## src/rtl/comb_pkg.sv

```systemverilog
// Shared defaults and FSM state type for the combination enumerator.
package comb_pkg;

    localparam int unsigned SIZE_DEF = 5;
    localparam int unsigned IDXW_DEF = 8;

    typedef enum logic [1:0] {
        IDLE,
        EMIT,
        DONE
    } state_e;

endpackage

```

## src/rtl/comb_next.sv

```systemverilog
// Next-larger mask with equal popcount (Gosper's hack), using shifts instead of a divide.
module comb_next
    import comb_pkg::*;
#(
    parameter int unsigned SIZE = SIZE_DEF
) (
    input  logic [SIZE-1:0] mask,
    output logic [SIZE-1:0] next
);

    localparam int unsigned TZW = $clog2(SIZE + 1);

    logic [SIZE-1:0] low;
    logic [SIZE-1:0] t;
    logic [SIZE-1:0] diff;
    logic [TZW-1:0]  tz;

    always_comb begin
        low  = mask & (-mask);
        t    = mask + low;
        diff = t ^ mask;
        tz   = '0;
        // Scan downward so the lowest set bit of low wins.
        for (int i = SIZE - 1; i >= 0; i--) begin
            if (low[i]) begin
                tz = TZW'(i);
            end
        end
        next = t | ((diff >> 2) >> tz);
    end

endmodule

```

## src/rtl/combination_enumerator.sv

```systemverilog
// Streams every SIZE-bit mask with r bits set, in increasing order, over a valid/ready port.
module combination_enumerator
    import comb_pkg::*;
#(
    parameter int unsigned SIZE = SIZE_DEF,
    parameter int unsigned IDXW = IDXW_DEF
) (
    input  logic            clk,
    input  logic            rst_n,
    input  logic            start,
    input  logic [2:0]      r,
    output logic            busy,
    output logic            m_valid,
    input  logic            m_ready,
    output logic [SIZE-1:0] m_mask,
    output logic            m_last,
    output logic [IDXW-1:0] m_index,
    output logic            done,
    output logic            err
);

    state_e          state_q, state_d;
    logic [2:0]      r_q, r_d;
    logic [SIZE-1:0] mask_q, mask_d;
    logic [IDXW-1:0] index_q, index_d;
    logic            err_q, err_d;

    logic [SIZE-1:0] next_mask;
    logic [SIZE-1:0] last_mask;
    logic            r_legal;
    logic            is_last;
    logic            xfer;

    function automatic logic [SIZE-1:0] first_of(input logic [2:0] k);
        return ~({SIZE{1'b1}} << k);
    endfunction

    comb_next #(
        .SIZE (SIZE)
    ) u_next (
        .mask (mask_q),
        .next (next_mask)
    );

    always_comb begin
        r_legal   = (r != 3'd0) && (32'(r) <= SIZE);
        last_mask = first_of(r_q) << (SIZE - 32'(r_q));
        is_last   = (mask_q == last_mask);
        xfer      = (state_q == EMIT) && m_ready;
    end

    always_ff @(posedge clk) begin
        if (!rst_n) begin
            state_q <= IDLE;
            r_q     <= '0;
            mask_q  <= '0;
            index_q <= '0;
            err_q   <= 1'b0;
        end else begin
            state_q <= state_d;
            r_q     <= r_d;
            mask_q  <= mask_d;
            index_q <= index_d;
            err_q   <= err_d;
        end
    end

    always_comb begin
        state_d = state_q;
        unique case (state_q)
            IDLE:    if (start && r_legal) state_d = EMIT;
            EMIT:    if (m_ready && is_last) state_d = DONE;
            DONE:    state_d = IDLE;
            default: state_d = IDLE;
        endcase
    end

    always_comb begin
        r_d     = r_q;
        mask_d  = mask_q;
        index_d = index_q;
        err_d   = 1'b0;
        if (state_q == IDLE && start) begin
            if (r_legal) begin
                r_d     = r;
                mask_d  = first_of(r);
                index_d = '0;
            end else begin
                err_d = 1'b1;
            end
        end
        if (xfer && !is_last) begin
            mask_d  = next_mask;
            index_d = index_q + IDXW'(1);
        end
    end

    always_comb begin
        busy    = (state_q != IDLE);
        m_valid = (state_q == EMIT);
        m_last  = (state_q == EMIT) && is_last;
        done    = (state_q == DONE);
        err     = err_q;
        m_mask  = mask_q;
        m_index = index_q;
    end

endmodule
```

## config.mk

```make
export PLATFORM = sky130hd
export DESIGN_NAME = combination_enumerator
export DESIGN_NICKNAME = d
export VERILOG_FILES = /design/src/rtl/comb_pkg.sv /design/src/rtl/comb_next.sv /design/src/rtl/combination_enumerator.sv
export SDC_FILE = /design/constraint.sdc
export NUM_CORES = 1
export LEC_CHECK = 0
export CORE_MARGIN = 2
export CORE_UTILIZATION = 30
export CTS_BUF_LIST = sky130_fd_sc_hd__clkbuf_4 sky130_fd_sc_hd__clkbuf_8
export DETAILED_ROUTE_END_ITERATION = 8
export GPL_TIMING_DRIVEN = 0
export RECOVER_POWER = 100
export SLEW_MARGIN = 40
export SYNTH_ARGS = -nofsm -noshare
export SYNTH_HDL_FRONTEND = slang
export SYNTH_SLANG_ARGS = --single-unit
```

## constraint.sdc

```tcl
create_clock -name clk -period 2.32 [get_ports clk]
set_clock_uncertainty 0.05 [all_clocks]
set_input_delay 0.464 -clock clk [delete_from_list [all_inputs] [get_ports clk]]
set_output_delay 0.464 -clock clk [all_outputs]
set_load 0.01 [all_outputs]
```

# Word level (Yosys, flattened, before mapping)
# Cells that the tools add are included.
word_totals:
  reg_bits: 19
  latch_bits: 0
  ramBits: 0
  mem_bits_ro: 0
  out_inout_bits: 18
  mem_count: 0
op_classes:
  add_sub_neg: 4
  multipliers: 0
  n_div: 0
  order_cmp: 1
  eq_ne: 5
  shift: 4
  muxes: 15
  bitwise: 5
  n_reduce_logical: 17
ops:
  columns: ["operator", "count"]
  rows:
  - ["5-bit by 32-bit left shift with 5-bit output", 1]
  - ["8-bit two-way mux", 3]
  - ["3-bit two-way mux", 5]
  - ["5-bit two-way mux", 3]
  - ["5-bit inverter", 2]
  - ["5-bit by 3-bit left shift with 5-bit output (first input constant)", 2]
  - ["8-bit by 1-bit adder with 8-bit output (second input constant)", 1]
  - ["2-bit AND reduction", 4]
  - ["1-bit logical AND", 7]
  - ["2-bit nonzero test", 3]
  - ["5-bit adder", 1]
  - ["5-bit bitwise AND", 1]
  - ["5-bit equality test", 1]
  - ["5-bit negation", 1]
  - ["5-bit OR", 1]
  - ["3-bit by 3-bit right shift with 5-bit output", 1]
  - ["5-bit XOR", 1]
  - ["2-bit two-way mux", 2]
  - ["2-bit case mux with 2 select lines", 1]
  - ["3-bit by 3-bit subtractor with 4-bit output (first input constant)", 1]
  - ["3-bit <= comparator (second input constant)", 1]
  - ["3-bit nonzero test", 1]
  - ["2-bit by 1-bit equality test with 1-bit output (second input constant)", 1]
  - ["2-bit equality test (second input constant)", 1]
  - ["other kinds (5)", 5]

# Logic depth before layout (Yosys ltp)
# Gate-level depths: netlist (run 1).
depth:
  ltp_word: 10
  mapped_depth: 10

# Hierarchy
# A second synthesis (run 1) with hierarchy kept.
hier_totals:
  cells_unflattened: 176
  hier_area_um2: 1451.4
by_module_without_submodules:
  columns: ["mod", "n_inst", "cells_per_inst", "area_per_inst_um2"]
  rows:
  - ["combination_enumerator", 1, 160, 1337.5]
  - ["comb_next", 1, 16, 113.9]

# Least setup slack after synthesis (run 1)
# No wires, ideal clock.
synth_path:
  kind: "register to output"
  startpoint: "register r_q[1]"
  endpoint: "output m_last"
  arrival_ns: 2.034
  path_slack_ns: -0.228
  stages_incl_launch_ff: 10
  path_buffers: 2
  path_cell_list: "dfxtp_1 buf_6 inv_1 ha_1 or2_4 nor3_2 xnor2_1 and4_4 buf_6 and3_1"
synth_between:
  elab_chain_cells: 5
  word_cells_on_any_way: 6
synth_rtl:
  columns: ["item", "line", "source"]
  rows:
  - ["from (decl)", "combination_enumerator.sv:23", "logic [2:0] r_q, r_d;"]
  - ["from (signal assigned)", "combination_enumerator.sv:61", "r_q <= r_d;"]
  - ["branches (longest 2 deep; another with 3-bit by 3-bit subtractor with 4-bit output)", null, null]
  - ["5-bit by 32-bit left shift with 5-bit output *", "combination_enumerator.sv:47", "last_mask = first_of(r_q) << (SIZE - 32'(r_q));"]
  - ["5-bit equality test *", "combination_enumerator.sv:48", "is_last = (mask_q == last_mask);"]
  - ["1-bit logical AND *", "combination_enumerator.sv:101", "m_last = (state_q == EMIT) && is_last;"]
  - ["to (decl)", "combination_enumerator.sv:16", "output logic m_last,"]
# Mark *: on every way between the ends.

# Worst setup path in the final report (run 1)
# Ends and elaborated chain as after synthesis.

==> results of run 1 <==
path summary, 6_finish.rpt:
check | slack (ns) | startpoint | endpoint
hold reg to reg | 0.48 | m_index[7] | m_index[7]
setup / recovery | -0.32 | r_q[1] | m_last
hold / removal | 0.47 | rst_n | m_index[1]
setup reg to reg | -0.17 | r_q[1] | m_index[5]
metrics by stage:
stage	setup slack (ns)	cell area, µm²	util [%]	total power, µW
after floorplan	-0.0515	1380	-	625
after CTS	-0.298	1790	41.2	1020
after detailed placement	-0.670	1670	38.3	729
final	-0.325	1870	42.9	1070
after global routing	-0.376	1870	42.9	1120
after global placement	-0.667	1670	38.3	727
registers in the layout (all words and copies together) (netlist names):
register	count
err	1
m_index	8
m_mask	5
r_q	3
state_q	2
power breakdown:
| part | total, µW | internal [µW] | switching (µW) |
|---|---|---|---|
| Clock | 246 | 120 | 127 |
| Combinational | 458 | 221 | 237 |
| Sequential | 365 | 345 | 20.4 |
what timing repair did:
item | in CTS | in global routing
buffers inserted | 7 | 4
endpoints found under the setup margin | 13 | 11
hold buffers | 0 | 0
resized for setup | 12 | 11
pin swaps | 12 | 13
cell type report:
type / instances / area (µm²)
fill: 438 / 2490
multi-input combinational: 136 / 985
sequential: 19 / 382
timing repair buffer: 33 / 312
tap: 52 / 65.1
buffer: 8 / 45.0
clock buffer: 3 / 41.3
inverter: 8 / 32.5
clock inverter: 1 / 5.00
placed cells by master, fill, tap and decap left out, drive strengths merged, types with 4 or more instances in the layout:
master,netlist,routed
nand2,14,14
o211ai,4,4
xnor2,5,5
nor3,7,7
clkdlybuf4s50,0,4
o21ai,8,8
clkbuf,3,6
nand3,8,8
dfxtp,19,19
a221o,5,5
nor2,16,16
dlygate4sd3,0,17
nor2b,7,7
buf,6,17
a21oi,17,17
inv,8,8
or2,5,5
critical path, cell delays in order, from the launching register on:
cell	delay (ns)
dfxtp_2	0.35
buf_6	0.11
inv_4	0.03
ha_4	0.23
or2_4	0.28
nor3_4	0.16
xnor2_2	0.15
and4_4	0.26
and3_4	0.18
buf_6	0.10
kinds of logic after synthesis:
| kind of cell | share of synthesized area (%) |
|---|---|
| and+or+nand+nor | 28.1 |
| AOI/OAI and AO/OA | 28.0 |
| DFF | 27.9 |
| buffers and inverters | 6.32 |
| xor gates and xnor gates | 3.85 |
| muxes | 3.02 |
| adders and majority gates | 2.75 |
per-layer routing:
| metal | vias to the layer above | share of wire [%] |
|---|---|---|
| met2 | 29 | 46 |
| met4 | 0 | 1.7 |
| met5 | - | 0 |
| met1 | 645 | 48 |
| met3 | 5 | 4.9 |
| li1 | 695 | - |
==> flow_summary_export.csv, run 1 <==
group,metric,value,unit
run_status,status,"complete, but fails checks",
run_status,violations,"negative setup slack",
floorplan,fp.dieW,71.5,µm
synthesis,ys_seq_area_share,27.9,%
timing,timing.fmax,378,MHz
detailed_routing,viasPerCell,5.28,
layout,layout.nets,219,
synthesis,ys_top_cells_by_count,"19 x dfxtp_1, 16 x a21oi_1, 15 x nor2_1",
detailed_routing,vias,1374,
detailed_routing,drt_wl_total,3.53,mm
global_routing,use_met2,21.6,%
floorplan,die_area,5110,µm²
synthesis,synth_warnings,0,
timing,fin_crit_sh,114,%
synthesis,synth.top_cell.area_share,27.9,%
detailed_routing,first_iter_violations,35,
layout,antennaDiodeCount,0,
synthesis,yosysMostFrequentCell,"dfxtp_1",
synthesis,synthFlopType,"dfxtp_1",
clock_network,numCtsBuffers,3,
run,cap_violations,0,
synthesis,syn_area_per_cell,7.94,µm²
layout,drive_gt1_share,23.6,%
worst_setup_path,critPathRequiredTime,1.81,ns
min_path,whs_path_depth,3,
floorplan,initial_core_util,31.4,%
timing,setup_tns,-1.36,ns
worst_setup_path,crit_fanout,5,
power,p_per_area,573,nW/µm²
clock_network,clk_path_buf_depth,2,
worst_setup_path,critPathKind,"flop to output pin",
global_routing,grt_max_degree,12,
detailed_routing,wl_per_cell,13.6,µm
global_routing,grt_pass1_vias,1196,
detailed_routing,route.detailed.drc,0,
layout,fin_cells,260,
global_routing,grt_pass1_wl,5.62,mm
timing,layout_setup_ws,-0.325,ns
synthesis,syn_inst,172,
floorplan,rows,24,
power,max-vdd-ir-drop,0.000267,V
floorplan,pin_count,25,
detailed_routing,ant_nets,0,
timing,hold_violations,0,
clock_network,cts_tree,"built",
clock_network,htreeDepth,1,
power,p_leak,0.000777,µW
global_routing,grt.met1_usage,19.0,%
synthesis,synth_top_area_cell,"dfxtp_1",
worst_setup_path,endpoint_kind,"output pin",
synthesis,synth_seq_cells,19,
clock_network,clk_pin_slew,0.08,ns
worst_setup_path,worstPathArrival,2.13,ns
synthesis,netlist_area,1370,µm²
global_routing,top_usage_layer,"met2",
global_routing,grt_antenna_before_repair,0,
timing,drv_slew,0,
timing,min_period,2.64,ns
global_routing,grtUsageTotal,13.9,%
timing,whs,0.473,ns
timing,setup_viol,12,
detailed_routing,firstDrtPassIters,4,
placed_design,port-buffer-count,22,
synthesis,netlist_top_cells_area,"dfxtp_1 28%, a21oi_1 5.9%, nor2_1 4.1%",
global_routing,grt_use_met3,2.11,%
worst_setup_path,cp-start-kind,"flop",
min_path,hold_class,"primary input to flop",
synthesis,synth_nets,182,
placed_design,place.gp.congestion,0.801,
synthesis,synth-edff-count,0,
placed_design,hpwlAfterDp,2.46,mm
placed_design,dp.cells,246,
floorplan,fp.dieH,71.5,µm
worst_setup_path,r2r_cells,11,
clock_network,numClockSinks,19,
timing,rsz0062_at_grt,"true",
synthesis,synthDistinctLibCells,50,
clock_network,clock_latency,0.26,ns
layout,area_delta_synth_final,36.8,%
clock_network,clockRootBuffer,"clkbuf_8",
floorplan,core_area,4350,µm²
timing,worst_pin_slew,0.413,ns
synthesis,synthArstFlopShare,0,%
global_routing,globalRouteOverflowTotal,0,
timing,slew_headroom,72.5,%
(Power assumes the default switching activity.)
==> inputs of run 2 (changes only) <==
==> constraint.sdc (replaced) <==
create_clock -name clk -period 2.6 [get_ports clk]
set_clock_uncertainty 0.05 [all_clocks]
set_input_delay 0.52 -clock clk [delete_from_list [all_inputs] [get_ports clk]]
set_output_delay 0.52 -clock clk [all_outputs]
set_load 0.01 [all_outputs]
==> run 2 against run 1 <==
  * The run still ends with negative setup slack left
  * Sequential power shrank 11%
  * Critical path type unchanged
  * Global-route usage is essentially flat
  * Die area unchanged
  * Critical endpoint unchanged
  * Clock power decreased by 12%
  * Register-to-register slack gained 0.33 ns
  * Largest power group is now sequential cells
  * Critical path depth decreased by 1
  * Wire length is 4.0% lower
  * Total power is 20% lower
  * Sequential share of layout area grew 1.4 points
  * Design area shrank 5.9%
==> flow_summary_export.csv, run 2 (synthesized netlist as in run 1, its figures left out) <==
group,metric,value,unit
run_status,status,"complete, but fails checks",
run_status,violations,"negative setup slack",
timing,fin_crit_sh,103,%
layout,final_area,1760,µm²
min_path,hold_class,"flop to flop",
timing,slew_headroom,72.4,%
timing,setup_viol,1,
placed_design,hpwlAfterDp,2.49,mm
timing,rsz0062_at_grt,"true",
clock_network,clk_pin_slew,0.08,ns
worst_setup_path,crit_chain,"buf_6 -> inv_4 -> ha_4 -> o32a_1 -> o21a_1 -> nor2_4 -> and3_4 -> buf_6",
floorplan,core_area,4350,µm²
floorplan,fp.dieW,71.5,µm
floorplan,pin_count,25,
detailed_routing,ant_nets,0,
detailed_routing,drt_wl_total,3.39,mm
layout,largest_reg_flops,8,
detailed_routing,first_iter_violations,49,
timing,timing.fmax,374,MHz
power,total_power,860,µW
clock_network,holdBufCountCts,0,
clock_network,clockRootBuffer,"clkbuf_8",
worst_setup_path,cp-start-kind,"flop",
placed_design,dpl_cell_area,1660,µm²
clock_network,numCtsBuffers,3,
global_routing,grtUsageTotal,13.9,%
worst_setup_path,path_common_cell,"buf_6",
layout,regArea,384,µm²
clock_network,htreeDepth,1,
power,internal_power,555,µW
power,p_per_area,490,nW/µm²
power,switching_power,306,µW
placed_design,place.gp.congestion,0.737,
worst_setup_path,critPathTopFamily,"compound AO/OA/AOI/OAI gates",
clock_network,clock_latency,0.26,ns
detailed_routing,route.met2.wl,1.56,mm
clock_network,numClockSinks,19,
layout,fillers,449,
worst_setup_path,worstPathArrival,2.10,ns
global_routing,grt_antenna_before_repair,0,
global_routing,grt_max_degree,12,
placed_design,dp.cells,246,
power,comb_power_share,37.0,%
timing,layout_setup_ws,-0.0737,ns
floorplan,rows,24,
worst_setup_path,endpoint_kind,"output pin",
clock_network,cts_tree,"built",
placed_design,dp_slack,-0.533,ns
layout,layout.nets,212,
layout,final_cell_mix,"18 x dfxtp_1, 17 x dlygate4sd3_1, 15 x nor2_1, 15 x a21oi_1, 14 x nand2_1",
placed_design,port-buffer-count,22,
global_routing,grt_pass1_vias,1202,
floorplan,fp.dieH,71.5,µm
power,clockPowerShare,25.2,%
global_routing,grt_pass1_wl,5.61,mm
power,max-vdd-ir-drop,0.000165,V
run,cap_violations,0,
detailed_routing,m1WireLength,1.67,mm
layout,multiInputGateArea,932,µm²
timing,min_period,2.67,ns
timing,hold_violations,0,
power,swShare,35.5,%
worst_setup_path,slowest_stage,"o32a_1",
detailed_routing,route.detailed.drc,0,
clock_network,clk_path_buf_depth,2,
worst_setup_path,crit_fanout,7,
worst_setup_path,critPathRequiredTime,2.03,ns
floorplan,die_area,5110,µm²
power,p_leak,0.000743,µW
detailed_routing,viasPerCell,5.32,
global_routing,globalRouteOverflowTotal,0,
power,power_frac_seq,37.8,%
floorplan,initial_core_util,31.4,%
layout,fin_cells,253,
detailed_routing,top_layer,"met4",
layout,area_delta_synth_final,28.7,%
timing,worst_pin_slew,0.411,ns
detailed_routing,firstDrtPassIters,4,
worst_setup_path,critPathKind,"flop to output pin",
worst_setup_path,crit_path_max_incr_delay,0.37,ns
detailed_routing,wl_per_cell,13.4,µm
timing,setup_tns,-0.0737,ns
layout,drive_gt1_share,17.9,%
worst_setup_path,worst-path-buf-inv,3,
layout,antennaDiodeCount,0,
detailed_routing,met3_length,115,µm
timing,drv_slew,0,
detailed_routing,vias,1346,
layout,mostFrequentLayoutCell,"dfxtp_1",
==> run 2: final cells by class <==
cell class                      count  share of cell area, %
Multi-Input combinational cell    136                   53.1
Clock buffer                        3                   2.35
Inverter                            8                   1.85
Clock inverter                      1                  0.285
Buffer                              8                   2.56
Timing Repair Buffer               26                   14.3
Tap cell                           52                   3.70
Sequential cell                    19                   21.9
==> run 2: stage by stage <==
step / util, % / hold slack (ns)
global placement: 38.2 / 0.470
CTS: 40.4 / 0.485
finish: 40.3 / 0.481
floorplan: - / 0.481
detailed placement: 38.2 / 0.473
global route: 40.3 / 0.545
==> run 2: worst min-delay path, stage by stage, from the launching register on <==
cell and delay (ns):
dfxtp_1 0.34, inv_1 0.06, o211ai_1 0.08
==> run 2: path summary, 6_finish.rpt <==
path	start	to	slack, ns	depth (start not counted)
max	r_q[1]	m_last	-0.07	8
min	m_index[7]	m_index[7]	0.48	2
max reg2reg	r_q[1]	m_mask[4]	0.16	9
min reg2reg	m_index[7]	m_index[7]	0.48	2
==> run 2: power by group through the flow <==
| stage | clock network [µW] | logic, µW | registers (µW) |
|---|---|---|---|
| after global placement | 0 | 313 | 333 |
| after floorplan | 0 | 222 | 334 |
| final | 217 | 318 | 325 |
| after global routing | 236 | 351 | 328 |
| after CTS | 223 | 326 | 326 |
| after detailed placement | 0 | 314 | 333 |
==> run 2: layer usage <==
layer / vias to the layer above / track usage [%]
met4: 0 / 4.40
met1: 627 / 19.6
met3: 5 / 1.83
met5: - / 0
li1: 687 / -
met2: 27 / 21.9
==> run 2: repair_timing <==
item,in CTS,in global routing
pin swaps,5,6
gates resized for setup,13,3
setup buffers,4,0
setup endpoints to repair,1,1
